<file path="src/rtl/cpu_step_ctl_pkg.sv">
// Shared types and default widths for the 6502 clock-enable / debug-run controller.
package cpu_step_ctl_pkg;

  localparam int DIV_W_DEF  = 17;
  localparam int ADDR_W_DEF = 16;
  localparam int CNT_W_DEF  = 24;

  typedef enum logic [1:0] {
    ST_HALT     = 2'd0,
    ST_RUN      = 2'd1,
    ST_STEP_CYC = 2'd2,
    ST_STEP_INS = 2'd3
  } state_e;

endpackage

</file>
<file path="src/rtl/cpu_step_ctl_if.sv">
// Control/observe bundle between the debug host and cpu_step_ctl; slave is the controller.
interface cpu_step_ctl_if
  import cpu_step_ctl_pkg::*;
#(
  parameter int DIV_W  = DIV_W_DEF,
  parameter int ADDR_W = ADDR_W_DEF,
  parameter int CNT_W  = CNT_W_DEF
);

  logic [DIV_W-1:0]  divisor;
  logic              run_req;
  logic              halt_req;
  logic              step_req;
  logic              step_mode;
  logic              sync;
  logic [ADDR_W-1:0] addr;
  logic              bp_en;
  logic [ADDR_W-1:0] bp_addr;
  logic              cpu_ce;
  logic              halted;
  logic              bp_hit;
  logic [CNT_W-1:0]  cycle_count;

  modport master (
    output divisor, run_req, halt_req, step_req, step_mode, sync, addr, bp_en, bp_addr,
    input  cpu_ce, halted, bp_hit, cycle_count
  );

  modport slave (
    input  divisor, run_req, halt_req, step_req, step_mode, sync, addr, bp_en, bp_addr,
    output cpu_ce, halted, bp_hit, cycle_count
  );

endinterface

</file>
<file path="src/rtl/cpu_step_ctl_clk_en_div.sv">
// Runtime divider: tick when the count reaches the divisor, then restart from zero.
// clr holds the count at zero and masks tick.
module clk_en_div #(
  parameter int DIV_W = 17
) (
  input  logic             clk,
  input  logic             rst_n,
  input  logic             clr,
  input  logic [DIV_W-1:0] divisor,
  output logic             tick
);

  logic [DIV_W-1:0] div_cnt_q;
  logic [DIV_W-1:0] div_cnt_d;

  // ">=" lets a lowered divisor take effect on the very next clk
  always_comb begin
    tick      = !clr && (div_cnt_q >= divisor);
    div_cnt_d = div_cnt_q + DIV_W'(1);
    if (clr || tick) begin
      div_cnt_d = '0;
    end
  end

  always_ff @(posedge clk) begin
    if (!rst_n) begin
      div_cnt_q <= '0;
    end else begin
      div_cnt_q <= div_cnt_d;
    end
  end

endmodule

</file>
<file path="src/rtl/cpu_step_ctl.sv">
// Clock-enable and debug-run controller for the 6502 core: divider-paced cpu_ce with
// HALT / RUN / cycle-step / instruction-step modes and a single address breakpoint.
module cpu_step_ctl
  import cpu_step_ctl_pkg::*;
#(
  parameter int DIV_W  = DIV_W_DEF,
  parameter int ADDR_W = ADDR_W_DEF,
  parameter int CNT_W  = CNT_W_DEF
) (
  input  logic           clk,
  input  logic           rst_n,
  cpu_step_ctl_if.slave  bus
);

  state_e           state_q, state_d;
  logic             cpu_ce_q, cpu_ce_d;
  logic             halted_q, halted_d;
  logic             bp_hit_q, bp_hit_d;
  logic [CNT_W-1:0] cycle_count_q, cycle_count_d;
  logic             tick;
  logic             div_clr;
  logic             bp_match;
  logic             stop;

  assign div_clr = (state_q == ST_HALT);

  clk_en_div #(.DIV_W(DIV_W)) u_div (
    .clk     (clk),
    .rst_n   (rst_n),
    .clr     (div_clr),
    .divisor (bus.divisor),
    .tick    (tick)
  );

  assign bp_match = bus.bp_en && bus.sync && (bus.addr == bus.bp_addr);

  // stop suppresses the cpu_ce a same-clk tick would otherwise issue
  always_comb begin
    state_d  = state_q;
    bp_hit_d = bp_hit_q;
    stop     = 1'b0;
    if (bus.halt_req) begin
      state_d = ST_HALT;
      stop    = 1'b1;
    end else if ((state_q == ST_RUN) && cpu_ce_q && bp_match) begin
      state_d  = ST_HALT;
      bp_hit_d = 1'b1;
      stop     = 1'b1;
    end else if (bus.run_req) begin
      state_d  = ST_RUN;
      bp_hit_d = 1'b0;
    end else begin
      case (state_q)
        ST_HALT: begin
          if (bus.step_req) begin
            state_d = bus.step_mode ? ST_STEP_INS : ST_STEP_CYC;
          end
        end
        ST_STEP_CYC: begin
          if (tick) begin
            state_d = ST_HALT;
          end
        end
        ST_STEP_INS: begin
          // cpu_ce_q is never high on entry from HALT, so this is always after a pulse
          if (cpu_ce_q && bus.sync) begin
            state_d = ST_HALT;
            stop    = 1'b1;
          end
        end
        default: begin
        end
      endcase
    end
    cpu_ce_d      = tick && !stop;
    halted_d      = (state_d == ST_HALT);
    cycle_count_d = cycle_count_q + CNT_W'(cpu_ce_d);
  end

  always_ff @(posedge clk) begin
    if (!rst_n) begin
      state_q       <= ST_HALT;
      cpu_ce_q      <= 1'b0;
      halted_q      <= 1'b1;
      bp_hit_q      <= 1'b0;
      cycle_count_q <= '0;
    end else begin
      state_q       <= state_d;
      cpu_ce_q      <= cpu_ce_d;
      halted_q      <= halted_d;
      bp_hit_q      <= bp_hit_d;
      cycle_count_q <= cycle_count_d;
    end
  end

  assign bus.cpu_ce      = cpu_ce_q;
  assign bus.halted      = halted_q;
  assign bus.bp_hit      = bp_hit_q;
  assign bus.cycle_count = cycle_count_q;

endmodule

</file>
<file path="src/flat_wrapper.sv">
// flat-port wrapper written by rule: the top's interface ports become plain ports
module cpu_step_ctl_flat import cpu_step_ctl_pkg::*;
#(
  parameter int DIV_W  = DIV_W_DEF,
  parameter int ADDR_W = ADDR_W_DEF,
  parameter int CNT_W  = CNT_W_DEF
)
  (clk, rst_n, bus_divisor, bus_run_req, bus_halt_req, bus_step_req, bus_step_mode, bus_sync, bus_addr, bus_bp_en, bus_bp_addr, bus_cpu_ce, bus_halted, bus_bp_hit, bus_cycle_count);
  cpu_step_ctl_if #(.DIV_W(DIV_W), .ADDR_W(ADDR_W), .CNT_W(CNT_W)) bus_i ();
  input  logic clk;
  input  logic rst_n;
  input wire logic [$bits(bus_i.divisor)-1:0] bus_divisor;
  input wire logic [$bits(bus_i.run_req)-1:0] bus_run_req;
  input wire logic [$bits(bus_i.halt_req)-1:0] bus_halt_req;
  input wire logic [$bits(bus_i.step_req)-1:0] bus_step_req;
  input wire logic [$bits(bus_i.step_mode)-1:0] bus_step_mode;
  input wire logic [$bits(bus_i.sync)-1:0] bus_sync;
  input wire logic [$bits(bus_i.addr)-1:0] bus_addr;
  input wire logic [$bits(bus_i.bp_en)-1:0] bus_bp_en;
  input wire logic [$bits(bus_i.bp_addr)-1:0] bus_bp_addr;
  output wire logic [$bits(bus_i.cpu_ce)-1:0] bus_cpu_ce;
  output wire logic [$bits(bus_i.halted)-1:0] bus_halted;
  output wire logic [$bits(bus_i.bp_hit)-1:0] bus_bp_hit;
  output wire logic [$bits(bus_i.cycle_count)-1:0] bus_cycle_count;
  assign bus_i.divisor = bus_divisor;
  assign bus_i.run_req = bus_run_req;
  assign bus_i.halt_req = bus_halt_req;
  assign bus_i.step_req = bus_step_req;
  assign bus_i.step_mode = bus_step_mode;
  assign bus_i.sync = bus_sync;
  assign bus_i.addr = bus_addr;
  assign bus_i.bp_en = bus_bp_en;
  assign bus_i.bp_addr = bus_bp_addr;
  assign bus_cpu_ce = bus_i.cpu_ce;
  assign bus_halted = bus_i.halted;
  assign bus_bp_hit = bus_i.bp_hit;
  assign bus_cycle_count = bus_i.cycle_count;
  cpu_step_ctl #(.DIV_W(DIV_W), .ADDR_W(ADDR_W), .CNT_W(CNT_W)) u_core (.clk(clk), .rst_n(rst_n), .bus(bus_i));
endmodule
</file>
<file path="config.mk">
export PLATFORM = sky130hd
export DESIGN_NAME = cpu_step_ctl_flat
export DESIGN_NICKNAME = d
export VERILOG_FILES = /design/src/rtl/cpu_step_ctl_pkg.sv /design/src/rtl/cpu_step_ctl_if.sv /design/src/rtl/cpu_step_ctl_clk_en_div.sv /design/src/rtl/cpu_step_ctl.sv /design/src/flat_wrapper.sv
export SDC_FILE = /design/constraint.sdc
export NUM_CORES = 1
export LEC_CHECK = 0
export BUFFER_PORTS_ARGS = -buffer_cell sky130_fd_sc_hd__buf_2
export CORE_MARGIN = 4
export CORE_UTILIZATION = 40
export CTS_BUF_LIST = sky130_fd_sc_hd__clkbuf_4 sky130_fd_sc_hd__clkbuf_8 sky130_fd_sc_hd__clkbuf_16
export DETAILED_ROUTE_END_ITERATION = 16
export PLACE_DENSITY = 0.79
export SLEW_MARGIN = 20
export SYNTH_ARGS = -nofsm -noshare
export SYNTH_HDL_FRONTEND = slang
export SYNTH_SLANG_ARGS = --single-unit
</file>
<file path="constraint.sdc">
create_clock -name clk -period 3.1 [get_ports clk]
set_clock_uncertainty 0.1 [all_clocks]
set_input_delay 0.465 -clock clk [delete_from_list [all_inputs] [get_ports clk]]
set_output_delay 0.465 -clock clk [all_outputs]
set_load 0.02 [all_outputs]
</file>
==> run_results.csv <==
group,metric,value,unit
status,outcome,"finished clean",
global_route,grtUsageMet1,16.8,%
clock_tree,htree_levels,2,
floorplanning,io_pins,84,
floorplanning,die_y,88.3,µm
drt,drt.antenna.violating_nets,0,
synth,synth-edff-count,0,
global_route,grt_max_degree,28,
final_layout,utilization,51.8,%
power_and_ir_drop,power.density,349,nW/µm²
synth,ys_seq_elements,46,
timing,finalMaxSlewViolations,0,
global_route,overflow,0,
floorplanning,rows,29,
final_layout,layout-drive-gt1-share,29.6,%
job,maxCapViolations,0,
drt,wl_per_cell,11.9,µm
drt,vias,2234,
clock_tree,cts_max_path_buffers,2,
synth,syn_avg_cell_area,8.66,µm²
synth,synthTopCellsByCount,"46 x dfxtp_1, 27 x nor2_1, 27 x xnor2_1",
timing,setup_violations,0,
critical_path,critPathMaxFanout,4,
clock_tree,cts_buffers,5,
timing,hold_viol_final,0,
timing,setup_tns,0,ns
global_route,track_usage,14.3,%
timing,fin_crit,2.96,ns
synth,ys_seq_area_share,35.7,%
floorplanning,die_w,88.3,µm
synth,syn_area,2580,µm²
synth,yosys-top-cells-area,"dfxtp_1 36%, ha_1 9.7%, xnor2_1 9.2%",
final_layout,syn_to_final_growth,26.7,%
synth,synth_top_area_share,35.7,%
synth,synth_largest_area_cell,"dfxtp_1",
synth,postSynthCellCount,298,
floorplanning,die_area,7800,µm²
floorplanning,core,6310,µm²
final_layout,diodes,0,
final_layout,nets,461,
global_route,grt_pass1_wl,9190,µm
synth,ys_async_sr_fraction,0,%
place,place.gp.congestion,0.757,
synth,synth_ff_type,"dfxtp_1",
timing,fmax,338,MHz
timing,period_share,95.4,%
clock_tree,cts_sinks,46,
place,hpwl,4210,µm
synth,synthesis.nets,375,
global_route,use_met3,4.00,%
power_and_ir_drop,p_leak,1.51,nW
clock_tree,path_clk_slew,0.09,ns
critical_path,worst_ep_arrival_time,3.04,ns
global_route,top_usage_layer,"met2",
global_route,met2_usage,26.4,%
critical_path,cp-end-kind,"register",
drt,drc,0,
place,post-place-cells,454,
final_layout,postLayoutCellArea,3270,µm²
global_route,antenna_found_initial,0,
timing,worst_slew_pin_slew,0.595,ns
floorplanning,start_util,40.9,%
final_layout,stdcell_count,462,
drt,wl,5500,µm
clock_tree,cts_root_buffer,"clkbuf_8",
drt,vias_per_cell,4.84,
power_and_ir_drop,ir_drop,238,µV
clock_tree,cts_tree,"yes",
worst_hold_path,hold_path.class,"input pin to register",
place,placed_cell_area,3060,µm²
drt,drt-initial-drc-count,41,
synth,synth.most_common_cell,"dfxtp_1",
critical_path,critical_path_class,"register to register",
synth,ys_types,38,
critical_path,setup.worst_path.start_class,"register",
critical_path,crit_required,3.19,ns
place,numPortBuffers,83,
global_route,grt_pass1_vias,2163,
clock_tree,clk_latency,0.29,ns
timing,maxSlewHeadroom,60.3,%
drt,first_pass_iters,4,
synth,ys_warn_count,0,
==> flip-flops by register name, summed over array words and instances (netlist names) <==
| register | flops |
|---|---|
| u_core.bus.cycle_count | 24 |
| u_core.u_div.div_cnt_q | 17 |
| u_core.state_q | 2 |
| u_core.bus.bp_hit | 1 |
| u_core.bus.cpu_ce | 1 |
| u_core.bus.halted | 1 |
==> path summary, 6_finish.rpt <==
check / cells after the start / endpoint / slack (ns) / from
max: 13 / u_core.bus.cycle_count[12] / 0.14 / u_core.u_div.div_cnt_q[14]
min: 2 / u_core.state_q[1] / 0.27 / bus_run_req
max reg2reg: 13 / u_core.bus.cycle_count[12] / 0.14 / u_core.u_div.div_cnt_q[14]
min reg2reg: 1 / u_core.u_div.div_cnt_q[0] / 0.37 / u_core.u_div.div_cnt_q[0]
==> worst max-delay path: stages, from the launching register on <==
cell,delay [ns]
dfxtp_2,0.34
ha_1,0.30
nand2_2,0.08
nor4_4,0.26
nand4_1,0.15
o211ai_2,0.26
o221ai_2,0.16
nor3b_2,0.21
ha_2,0.23
ha_4,0.15
and3_4,0.21
nand3_1,0.09
xnor2_1,0.14
and2_1,0.16
==> stage by stage <==
stage | hold WS (ns) | worst slack (ns) | power [mW]
6_report | 0.270 | 0.143 | 1.14
5_1_grt | 0.261 | -0.0453 | 1.20
4_1_cts | 0.253 | 0.00724 | 1.16
3_5_place_dp | 0.355 | -0.326 | 0.705
3_3_place_gp | 0.344 | -0.170 | 0.702
2_1_floorplan | 0.330 | 0.0177 | 0.658
==> kinds of logic (layout without fill, tap and decap cells) <==
| logic type | Yosys count | count (layout) | synth area share, % |
|---|---|---|---|
| and+or+nand+nor | 129 | 129 | 26.3 |
| buffers and inverters | 28 | 115 | 4.94 |
| xor gates and xnor gates | 52 | 52 | 17.6 |
| adders and majority gates | 20 | 20 | 9.69 |
| AOI/OAI and AO/OA | 23 | 23 | 5.72 |
| DFF | 46 | 46 | 35.7 |
==> metal layers <==
layer	vias up	share of wire, %
met1	1017	42
met5	-	0
met2	49	52
met4	0	0
met3	0	5.4
li1	1168	-
==> power by group <==
group | internal (mW) | switching (mW) | total, mW
clock network | 0.249 | 0.198 | 0.448
logic | 0.0505 | 0.0465 | 0.0970
registers | 0.593 | 0.00311 | 0.596
==> repair_timing <==
action / 4_1_cts / 5_1_grt
setup buffers: 0 / 0
pin swaps: 0 / 5
resized for setup: 3 / 17
endpoints found under the setup margin: 9 / 20
hold buffers: 0 / 0
==> final cells by class <==
cell class	count	area, µm²
Inverter	22	82.6
Tap cell	77	96.3
Clock buffer	6	76.3
Sequential cell	46	925
Timing Repair Buffer	85	430
Multi-Input combinational cell	224	1620
Fill cell	616	3040
Clock inverter	2	37.5
==> cell usage in the layout (no fill, tap or decap), types with 2 or more instances in the layout <==
cell | Yosys | final
and4_1 | 3 | 3
dfxtp_1 | 46 | 43
and2_1 | 25 | 24
nand3_1 | 18 | 17
nor4_1 | 4 | 2
nand2_1 | 21 | 20
buf_4 | 1 | 2
nor3_2 | 0 | 4
xnor2_1 | 27 | 27
clkbuf_8 | 0 | 5
nand4_1 | 10 | 10
a21oi_1 | 8 | 8
o21ai_0 | 6 | 6
xor2_1 | 25 | 25
dfxtp_2 | 0 | 3
ha_1 | 20 | 18
nor2_1 | 27 | 27
and3_1 | 6 | 5
buf_2 | 0 | 83
a21o_1 | 2 | 2
inv_1 | 22 | 22
Note: power is estimated with default switching activity, not from simulation.
